**config.mk**
```make
export PLATFORM = sky130hd
export DESIGN_NAME = processing_array_pipe
export DESIGN_NICKNAME = d
export VERILOG_FILES = /design/src/rtl/processing_array_pipe.sv
export SDC_FILE = /design/constraint.sdc
export NUM_CORES = 1
export LEC_CHECK = 0
export ABC_CLOCK_PERIOD_IN_PS = 4000
export CORE_MARGIN = 4
export CORE_UTILIZATION = 50
export CTS_BUF_LIST = sky130_fd_sc_hd__clkbuf_4 sky130_fd_sc_hd__clkbuf_8
export DETAILED_ROUTE_END_ITERATION = 12
export PLACE_DENSITY = 0.71
export SYNTH_ARGS = -nofsm -noshare
export SYNTH_HDL_FRONTEND = slang
export SYNTH_SLANG_ARGS = --single-unit
export TNS_END_PERCENT = 50
```
**constraint.sdc**
```tcl
create_clock -name clk -period 4 [get_ports clk]
set_clock_uncertainty 0.05 [all_clocks]
set_input_delay 0.8 -clock clk [delete_from_list [all_inputs] [get_ports clk]]
set_output_delay 0.8 -clock clk [all_outputs]
set_load 0.05 [all_outputs]
```
**src/rtl/processing_array_pipe.sv**
```systemverilog
// Broadcast ARRAY_SIZE-lane processing array: pass/scale/offset/accumulate per beat, wrap or saturate.
// Latency: S1 captures the beat on the accepting edge, S2 presents the lane results one edge later.
// Backpressure: S2 holds while out_ready is low, S1 fills behind it, then in_ready drops (2 beats held).
// Ports: clk/rst (async active-high); data_in/mode/in_valid/in_ready: input beat handshake;
//        clear_acc: synchronous clear of accumulators and ovf; data_out/out_valid/out_ready:
//        per-lane result handshake (lane i at data_out[i]); ovf: sticky per-lane overflow flags.
module processing_array_pipe #(
   parameter int ARRAY_SIZE = 4,
   parameter int DATA_WIDTH = 8,
   parameter int SATURATE   = 0
) (
   input  logic                                  clk,
   input  logic                                  rst,
   input  logic [DATA_WIDTH-1:0]                 data_in,
   input  logic [1:0]                            mode,
   input  logic                                  in_valid,
   output logic                                  in_ready,
   input  logic                                  clear_acc,
   output logic [ARRAY_SIZE-1:0][DATA_WIDTH-1:0] data_out,
   output logic                                  out_valid,
   input  logic                                  out_ready,
   output logic [ARRAY_SIZE-1:0]                 ovf
);

   // Wide enough for acc + data_in*ARRAY_SIZE without loss.
   localparam int IW = DATA_WIDTH + $clog2(ARRAY_SIZE + 1) + 1;

   localparam logic [1:0] MODE_PASS   = 2'd0;
   localparam logic [1:0] MODE_SCALE  = 2'd1;
   localparam logic [1:0] MODE_OFFSET = 2'd2;
   localparam logic [1:0] MODE_ACCUM  = 2'd3;

   typedef struct packed {
      logic [1:0]            mode;
      logic [DATA_WIDTH-1:0] dat;
   } beat_t;

   beat_t                                 s1_dat;
   logic                                  s1_vld;
   logic                                  s2_adv;
   logic                                  s1_move;

   logic [ARRAY_SIZE-1:0][DATA_WIDTH-1:0] acc;
   logic [ARRAY_SIZE-1:0][DATA_WIDTH-1:0] acc_nxt;
   logic [ARRAY_SIZE-1:0][DATA_WIDTH-1:0] res;
   logic [ARRAY_SIZE-1:0]                 over;
   logic [ARRAY_SIZE-1:0]                 ovf_nxt;
   logic [IW-1:0]                         prod [ARRAY_SIZE];
   logic [IW-1:0]                         acc_base [ARRAY_SIZE];
   logic [IW-1:0]                         full [ARRAY_SIZE];

   assign s2_adv   = !out_valid || out_ready;
   assign in_ready = !s1_vld || s2_adv;
   assign s1_move  = s1_vld && s2_adv;

   always_comb begin
      for (int i = 0; i < ARRAY_SIZE; i++) begin
         prod[i] = IW'(s1_dat.dat) * IW'(i + 1);
         // A coincident clear means the accumulating beat starts from zero.
         acc_base[i] = clear_acc ? '0 : IW'(acc[i]);
         case (s1_dat.mode)
            MODE_PASS:   full[i] = IW'(s1_dat.dat);
            MODE_SCALE:  full[i] = prod[i];
            MODE_OFFSET: full[i] = IW'(s1_dat.dat) + IW'(i + 1);
            default:     full[i] = acc_base[i] + prod[i];
         endcase
         over[i] = |full[i][IW-1:DATA_WIDTH];
         res[i]  = (over[i] && (SATURATE != 0)) ? '1 : full[i][DATA_WIDTH-1:0];

         acc_nxt[i] = clear_acc ? '0 : acc[i];
         ovf_nxt[i] = clear_acc ? 1'b0 : ovf[i];
         if (s1_move) begin
            if (over[i]) ovf_nxt[i] = 1'b1;
            if (s1_dat.mode == MODE_ACCUM) acc_nxt[i] = res[i];
         end
      end
   end

   always_ff @(posedge clk or posedge rst) begin
      if (rst) begin
         s1_vld    <= 1'b0;
         s1_dat    <= '0;
         out_valid <= 1'b0;
         data_out  <= '0;
         acc       <= '0;
         ovf       <= '0;
      end else begin
         if (in_ready) begin
            s1_vld <= in_valid;
            if (in_valid) s1_dat <= '{mode: mode, dat: data_in};
         end
         if (s2_adv) out_valid <= s1_vld;
         if (s1_move) data_out <= res;
         acc <= acc_nxt;
         ovf <= ovf_nxt;
      end
   end

endmodule

```
==> results_dict.tcl, run 1 <==
set metrics [dict create \
    status "finished clean" \
    nFillCells 1015 \
    fin_nets 741 \
    powerDensity_nw_per_um2 530 \
    ctsResizeCount 0 \
    synthTopCellsByCount "80 x dfrtp_1, 63 x nand2_1, 47 x a21oi_1, 43 x nor2_1, 43 x o21ai_0" \
    r2r_start "s1_dat[2]" \
    r2r_slack_ns 0.66 \
    grt_first_pass_wirelength_mm 25.1 \
    ys.warnings.count 0 \
    synthFlopType "dfrtp_1" \
    critPathLaunchType "register" \
    wl_per_cell_um 18.2 \
    yosysTopAreaCell "dfrtp_1" \
    fin_crit_ns 3.34 \
    leakagePower_uw 0.00293 \
    r2r-end "data_out[23]" \
    dieArea_um2 13300 \
    pre_cts_slack_ns 0.380 \
    vias 4864 \
    worstRegToRegCells 11 \
    post_cts_buffers 0 \
    hold_class "reg2reg" \
    antenna_cells 0 \
    grt_use_total 0.242 \
    final.period_utilization 0.835 \
    drc 0 \
    netlist_instances 641 \
    slew_violations 0 \
    layout-drive-gt1-share 0.109 \
    clockRootBuffer "clkbuf_8" \
    wirelength_mm 15.0 \
    multi_input_area_um2 3470 \
    crit_slowest_cell "dfrtp_1" \
    setup_violations 0 \
    port_buffers 52 \
    critPathLaunch "s1_dat[2]" \
    crit_chain "inv_1 > fa_1 > nor2b_4 > o31a_1 > a21oi_1 > ha_1 > or3_1 > o22ai_1 > xnor2_1 > a211oi_1 > nor2_1" \
    drt_iter0_markers 282 \
    maxCapViolCount 0 \
    vias_per_cell 5.89 \
    cp.required_ns 4.22 \
    p_total_uw 3490 \
    core-area_um2 11000 \
    synth_seq_cells 80 \
    grt_pass1_vias 4783 \
    setup_tns_ns 0 \
    yosysMostFrequentCell "dfrtp_1" \
    yosysTopAreaCellShare 0.348 \
    fin_ws_ns 0.659 \
    dr.pass1.iters 5 \
    max_stage_delay_ns 0.63 \
    cts_tree "done" \
    numCtsBuffers 9 \
    syn_area_um2 5750 \
    antenna_found_initial 0 \
    worstSetupPathType "reg2reg" \
    place.gp.congestion 0.872 \
    ys_seq_area_frac 0.348 \
    max_freq_ghz 0.299 \
    synth_edf_count 0 \
    area_growth_pct 14.5 \
    critPathMaxFanout 9 \
    relSlewSlack 0.439 \
    peakVddDrop_mv 0.330 \
    fp.dieH_um 115 \
    die_w_um 115 \
    ctsHoldBuffers 0 \
    grt_max_degree 59 \
    crit_arrival_ns 3.56 \
    rows 38 \
    clockBufferDepth 2 \
    async_reset_ff_frac 1.00 \
    worst_slew_pin_slew_ns 0.841 \
    rsz0062_at_grt "no" \
    path_clk_slew_ns 0.08 \
    cts.sinks 80 \
    h-tree-depth 3 \
    synth.top_cells.by_area "dfrtp_1 35%, ha_1 8.5%, nor2b_1 4.6%" \
    start_util 0.521 \
    clk_latency_ns 0.38 \
    regArea_um2 2000 \
    dp_hpwl_mm 10.8 \
    hold_violations 0 \
    yosysUniqueCellTypes 62 \
    syn_nets 700 \
    ios 53 \
    grt_overflow_total 0 \
    avgSynthCellArea_um2 8.97 \
    cp-endpoint "data_out[23]" \
    antenna_left 0 \
    end_kind "register" \
]
==> state kept, by name, indices dropped and copies added (netlist names) <==
name	count
s1_vld	1
data_out	32
out_valid	1
acc	32
ovf	4
s1_dat	10
==> metrics by stage <==
stage | utilization | hold WS (ns) | instance area, um^2 | std cells
2_1_floorplan | - | 0.418 | 5750 | 641
3_3_place_gp | 0.580 | 0.410 | 6390 | 811
3_5_place_dp | 0.580 | 0.419 | 6390 | 811
4_1_cts | 0.597 | 0.439 | 6580 | 826
5_1_grt | 0.597 | 0.450 | 6580 | 826
6_report | 0.597 | 0.432 | 6580 | 826
==> report_power, final <==
part | leakage, uW | switching, uW | internal [uW]
Clock | 0.0000918 | 314 | 292
Sequential | 0.00102 | 105 | 971
Combinational | 0.00182 | 1130 | 680
Total | 0.00293 | 1550 | 1940
==> cell families after synthesis <==
group	count (synthesis)	synth area share
buffers and inverters	59	0.0475
muxes	37	0.0736
DFF	80	0.348
AOI/OAI and AO/OA	168	0.187
adders and majority gates	44	0.102
and+or+nand+nor	224	0.197
xor gates and xnor gates	29	0.0442
==> worst min path at each step <==
stage,startpoint,endpoint,slack [ns],cells past startpoint
2_1_floorplan,acc[6],acc[6],0.42,2
3_5_place_dp,data_out[16],data_out[16],0.42,2
3_3_place_gp,data_out[9],data_out[9],0.41,2
5_1_grt,data_out[16],data_out[16],0.45,2
4_1_cts,data_out[16],data_out[16],0.44,2
6_report,data_out[25],data_out[25],0.43,2
==> cells in the final DEF (no fill, tap or decap), types with 3 or more instances in the layout <==
cell,synthesis,final
a21bo_2,3,3
o21a_1,7,7
nand2_1,63,62
o21ai_1,6,6
o21ai_0,43,43
a21oi_2,3,3
mux2i_1,13,13
buf_4,7,17
xor2_1,9,9
nand3_1,17,17
o22ai_1,4,4
nor3b_1,11,11
a211oi_2,3,3
clkbuf_8,0,9
ha_1,39,39
nand2b_1,10,10
fa_1,5,5
o211ai_1,3,3
nor2b_1,42,42
inv_1,19,18
nand3b_1,3,3
nor2_1,43,43
a21oi_1,47,47
clkdlybuf4s50_1,0,52
nor3_1,17,17
a21o_1,10,10
a211oi_1,8,8
o31a_1,3,3
mux2_2,22,22
o31ai_1,3,3
dfrtp_1,80,80
nor4_1,3,3
xnor2_1,20,20
a31oi_1,4,4
o21bai_1,5,5
==> metal layers <==
metal	share of wire	routed length, um	up-vias	global-route usage
met1	0.45	6810	2329	0.333
met4	0.024	357	0	0.0900
li1	-	-	2347	-
met5	0	0	-	0
met3	0.054	816	35	0.0353
met2	0.47	7050	153	0.387
==> worst max-delay path: cells and delay by family (launching register included) <==
family | cells | cell delay, ns
AND/OR/NAND/NOR | 3 | 0.55
buffers and inverters | 1 | 0.19
flip-flops | 1 | 0.63
adder cells (fa/ha/maj) | 2 | 0.78
XOR/XNOR | 1 | 0.16
AO/OA/AOI/OAI | 4 | 0.87
==> layout make-up <==
type,instances,share of cell area
clock buffers,10,0.0200
clock inverters,5,0.00893
inverters,19,0.0110
multi-input cells,502,0.528
flip-flops and latches,80,0.304
well taps,140,0.0266
repair buffers,70,0.102
Note: power is estimated with default switching activity, not from simulation.
==> run 2, diff against run 1 <==
--- a/config.mk
+++ b/config.mk
@@ -5,7 +5,7 @@
 export SDC_FILE = /design/constraint.sdc
 export NUM_CORES = 1
 export LEC_CHECK = 0
-export ABC_CLOCK_PERIOD_IN_PS = 4000
+export ABC_CLOCK_PERIOD_IN_PS = 3400
 export CORE_MARGIN = 4
 export CORE_UTILIZATION = 50
 export CTS_BUF_LIST = sky130_fd_sc_hd__clkbuf_4 sky130_fd_sc_hd__clkbuf_8
==> constraint.sdc (replaced) <==
create_clock -name clk -period 3.4 [get_ports clk]
set_clock_uncertainty 0.05 [all_clocks]
set_input_delay 0.68 -clock clk [delete_from_list [all_inputs] [get_ports clk]]
set_output_delay 0.68 -clock clk [all_outputs]
set_load 0.05 [all_outputs]
==> results_dict.tcl, run 2 (synthesized netlist as in run 1, its figures left out) <==
set metrics [dict create \
    design_area_um2 6670 \
    grt_overflow_total 0 \
    fin_nets 750 \
    cts_tree "done" \
    slew_violations 0 \
    regArea_um2 2000 \
    rsz0062_at_grt "no" \
    end_kind "register" \
    grt_first_pass_wirelength_mm 24.9 \
    p_sw_frac 0.444 \
    p_total_uw 4150 \
    area_growth_pct 16.1 \
    nFillCells 967 \
    p_switching_uw 1840 \
    critPathMaxFanout 5 \
    vias 4904 \
    antenna_cells 0 \
    crit_slowest_cell "dfrtp_1" \
    layout-drive-gt1-share 0.124 \
    grt_use_total 0.240 \
    crit_top_cell "ha_1" \
    grt_max_degree 81 \
    antenna_left 0 \
    top_regs "acc: 32 flops, data_out: 32 flops, s1_dat: 10 flops" \
    fp.dieH_um 115 \
    cts.sinks 80 \
    peakVddDrop_mv 0.349 \
    port_buffers 52 \
    relSlewSlack 0.586 \
    start_util 0.521 \
    leakagePower_uw 0.00299 \
    die_w_um 115 \
    fin_cells 836 \
    vias_per_cell 5.87 \
    path_clk_slew_ns 0.09 \
    worstSetupPathType "reg2reg" \
    mostFrequentLayoutCells "79 x dfrtp_1, 62 x nand2_1, 52 x clkdlybuf4s50_1" \
    r2r_slack_ns 0.30 \
    grt_pass1_vias 4936 \
    r2r-end "ovf[2]" \
    hp-start "data_out[1]" \
    r2r_start "s1_dat[1]" \
    clockRootBuffer "clkbuf_8" \
    hold_path_end "data_out[1]" \
    hold_class "reg2reg" \
    core-area_um2 11000 \
    pwr-share-clk 0.179 \
    powerDensity_nw_per_um2 622 \
    critPathLaunchType "register" \
    ctsHoldBuffers 0 \
    place.gp.congestion 0.891 \
    final.period_utilization 0.912 \
    multi_input_area_um2 3470 \
    power_frac_comb 0.518 \
    final_common_cell "dfrtp_1" \
    clockBufferDepth 2 \
    setup_violations 0 \
    cp.required_ns 3.60 \
    drt_iter0_markers 306 \
    h-tree-depth 3 \
    ios 53 \
    antenna_found_initial 0 \
    rows 38 \
    wl_per_cell_um 18.1 \
    dr.pass1.iters 6 \
    holdPathStages 2 \
    dpl_cell_area_um2 6470 \
    max_freq_ghz 0.322 \
    worst_slew_pin_slew_ns 0.621 \
    maxCapViolCount 0 \
    fin_crit_ns 3.10 \
    clk_latency_ns 0.38 \
    numCtsBuffers 9 \
    status "finished clean" \
    place.detailed.instances 820 \
    crit_arrival_ns 3.30 \
    p_int_uw 2310 \
    max_stage_delay_ns 0.45 \
    wirelength_mm 15.1 \
    hold_violations 0 \
    drc 0 \
    worstRegToRegCells 15 \
    crit_chain "ha_1 > inv_1 > fa_1 > nor2b_4 > o31a_1 > o21ai_0 > nand2b_1 > xnor2_1 > ha_1 > nor4_1 > o21a_1 > nor3_1 > nand2_1 > mux2i_1 > a31oi_1" \
    dieArea_um2 13300 \
    dp_hpwl_mm 10.8 \
    seqPwrFrac 0.303 \
]
-- run 2: cell types whose count changed in the layout (fill, tap and decap cells not counted) --
cell and change:
buf_12 +1, buf_4 +8, clkinv_4 +1, clkinvlp_4 -1, dfrtp_1 -1, dfrtp_2 +1
inv_6 +1
-- run 2: repair_timing --
action,in CTS,in global routing
buffers inserted,0,0
setup endpoints to repair,0,2
hold endpoints to repair,0,0
gates resized for setup,0,1
-- run 2: worst max path at each step --
stage,end,from,slack [ns]
final,ovf[2],s1_dat[1],0.30
after global routing,data_out[23],s1_dat[1],0.04
after CTS,ovf[2],s1_dat[2],0.22
after detailed placement,ovf[3],clear_acc,-0.01
after global placement,ovf[1],clear_acc,0.13
after floorplan,data_out[23],s1_dat[1],0.53
-- run 2: layout make-up --
type | instances | share of cell area
multi-input combinational | 502 | 0.521
sequential | 80 | 0.300
timing repair buffer | 79 | 0.112
tap | 140 | 0.0262
clock buffer | 10 | 0.0197
inverter | 19 | 0.0109
clock inverter | 6 | 0.0103
-- run 2: per-stage QoR --
step	utilization	TNS (ns)	worst slack [ns]	hold slack (ns)
after floorplan	-	0	0.525	0.418
after global placement	0.587	0	0.125	0.410
after detailed placement	0.587	-0.0148	-0.0135	0.415
after CTS	0.605	0	0.218	0.437
after global routing	0.605	0	0.0383	0.470
final	0.605	0	0.298	0.436
-- run 2: power by group through the flow --
stage | logic (uW) | registers (uW) | clock network, uW
after floorplan | 1080 | 1720 | 0
after global placement | 2100 | 1270 | 0
after detailed placement | 2140 | 1280 | 0
after CTS | 2150 | 1260 | 761
after global routing | 2330 | 1280 | 802
final | 2150 | 1260 | 744
-- run 2: critical path: cells and delay by family, from the launching register on --
kind	cells	cell delay, ns
adders and majority gates	3	0.94
muxes	1	0.14
and+or+nand+nor	5	0.65
buffers and inverters	1	0.07
DFF	1	0.45
xor gates and xnor gates	1	0.13
AOI/OAI and AO/OA	4	0.51
-- run 2: per-layer routing --
metal	part of all wire	global-route usage	vias to the layer above
met4	0.038	0.111	0
met1	0.46	0.326	2342
met3	0.048	0.0358	40
li1	-	-	2361
met2	0.45	0.378	161
met5	0	0	-
==> run 3, diff against run 2 <==
--- a/config.mk
+++ b/config.mk
@@ -10,6 +10,7 @@
 export CORE_UTILIZATION = 50
 export CTS_BUF_LIST = sky130_fd_sc_hd__clkbuf_4 sky130_fd_sc_hd__clkbuf_8
 export DETAILED_ROUTE_END_ITERATION = 12
+export GPL_ROUTABILITY_DRIVEN = 0
 export PLACE_DENSITY = 0.71
 export SYNTH_ARGS = -nofsm -noshare
 export SYNTH_HDL_FRONTEND = slang
==> results_dict.tcl, run 3 (synthesized netlist as in run 1, its figures left out) <==
set metrics [dict create \
    dp_hpwl_mm 11.0 \
    grt_overflow_total 0 \
    area_growth_pct 16.4 \
    peakVddDrop_mv 0.405 \
    mostFrequentLayoutCells "78 x dfrtp_1, 62 x nand2_1, 52 x clkdlybuf4s50_1" \
    crit_slowest_cell "fa_1" \
    maxCapViolCount 0 \
    numCtsBuffers 9 \
    p_total_uw 4220 \
    slew_violations 0 \
    top_regs "acc: 32 flops, data_out: 32 flops, s1_dat: 10 flops" \
    regArea_um2 2000 \
    grt_first_pass_wirelength_mm 25.0 \
    grt_use_total 0.242 \
    max_freq_ghz 0.313 \
    leakagePower_uw 0.00300 \
    path_clk_slew_ns 0.09 \
    grt_max_degree 59 \
    worst_slew_pin_slew_ns 0.624 \
    layout-drive-gt1-share 0.129 \
    final_common_cell "dfrtp_1" \
    ctsHoldBuffers 0 \
    relSlewSlack 0.584 \
    hp-start "data_out[9]" \
    seqPwrFrac 0.296 \
    start_util 0.521 \
    power_frac_comb 0.516 \
    critPathLaunch "s1_dat[1]" \
    critPathTopFamily "adder cells" \
    crit_chain "ha_1 > inv_1 > fa_1 > nor2b_4 > o31a_1 > a21oi_2 > ha_1 > or3_1 > o22ai_1 > xnor2_1 > a211oi_1 > nor2_1" \
    drt_iter0_markers 312 \
    ios 53 \
    rows 38 \
    fin_nets 753 \
    drc 0 \
    clk_latency_ns 0.37 \
    port_buffers 52 \
    core-area_um2 11000 \
    antenna_left 0 \
    p_switching_uw 1840 \
    critPathMaxFanout 6 \
    post_cts_buffers 0 \
    hold_violations 0 \
    vias 4929 \
    end_kind "register" \
    fp.dieH_um 115 \
    cp.required_ns 3.60 \
    dieArea_um2 13300 \
    dr.pass1.iters 6 \
    antenna_found_initial 0 \
    setup_tns_ns 0 \
    powerDensity_nw_per_um2 631 \
    fin_crit_ns 3.19 \
    antenna_cells 0 \
    final.period_utilization 0.940 \
    vias_per_cell 5.88 \
    multi_input_area_um2 3480 \
    nFillCells 975 \
    h-tree-depth 3 \
    pwr-share-clk 0.188 \
    cp_num_buf_inv 1 \
    grt_pass1_vias 4884 \
    setup_violations 0 \
    cts_tree "done" \
    hold_class "reg2reg" \
    status "finished clean" \
    rsz0062_at_grt "no" \
    cts.sinks 80 \
    p_sw_frac 0.436 \
    crit_top_cell "ha_1" \
    wl_per_cell_um 18.2 \
    r2r_start "s1_dat[1]" \
    die_w_um 115 \
    p_int_uw 2380 \
    critPathLaunchType "register" \
    worstSetupPathType "reg2reg" \
    wirelength_mm 15.2 \
    clockRootBuffer "clkbuf_8" \
    ctsResizeCount 0 \
    max_stage_delay_ns 0.47 \
    clockBufferDepth 2 \
    crit_arrival_ns 3.39 \
]
-- run 3: layer usage --
layer	up-vias	track usage	wire [um]
li1	2355	-	-
met1	2346	0.333	6970
met2	193	0.374	6860
met3	35	0.0353	859
met4	0	0.115	542
met5	-	0	0
-- run 3: per-stage QoR --
step	area (um^2)	hold slack, ns	utilization	worst slack [ns]	std cells
after floorplan	5750	0.418	-	0.525	641
after global placement	6470	0.409	0.587	0.149	823
after detailed placement	6470	0.412	0.587	0.0629	823
after CTS	6680	0.434	0.606	0.154	838
after global routing	6690	0.457	0.606	0.0209	838
final	6690	0.429	0.606	0.205	838
-- run 3: final timing paths --
kind	endpoint	slack [ns]	cells past startpoint
max in group asynchronous	s1_dat[1]	2.16	3
worst min-delay path	data_out[9]	0.43	2
worst max register to register	data_out[23]	0.21	12
worst max-delay path	data_out[23]	0.21	12
worst min register to register	data_out[9]	0.43	2
min in group asynchronous	data_out[0]	0.71	3
-- run 3: cell type report --
type | instances | share of cell area
Inverter | 19 | 0.0108
Sequential cell | 80 | 0.300
Clock buffer | 10 | 0.0196
Timing Repair Buffer | 82 | 0.111
Clock inverter | 5 | 0.0122
Tap cell | 140 | 0.0262
Multi-Input combinational cell | 502 | 0.520
-- run 3: power by group through the flow --
stage               combinational, uW  sequential [uW]  clock (uW)
floorplan                        1080             1720           0
global placement                 2110             1260           0
detailed placement               2150             1270           0
CTS                              2160             1250         811
global route                     2350             1280         843
finish                           2180             1250         794
-- run 3: worst min-delay path: stages, from the launching register on --
cell and delay (ns):
dfrtp_1 0.35, nand2_1 0.05, nand2_1 0.05
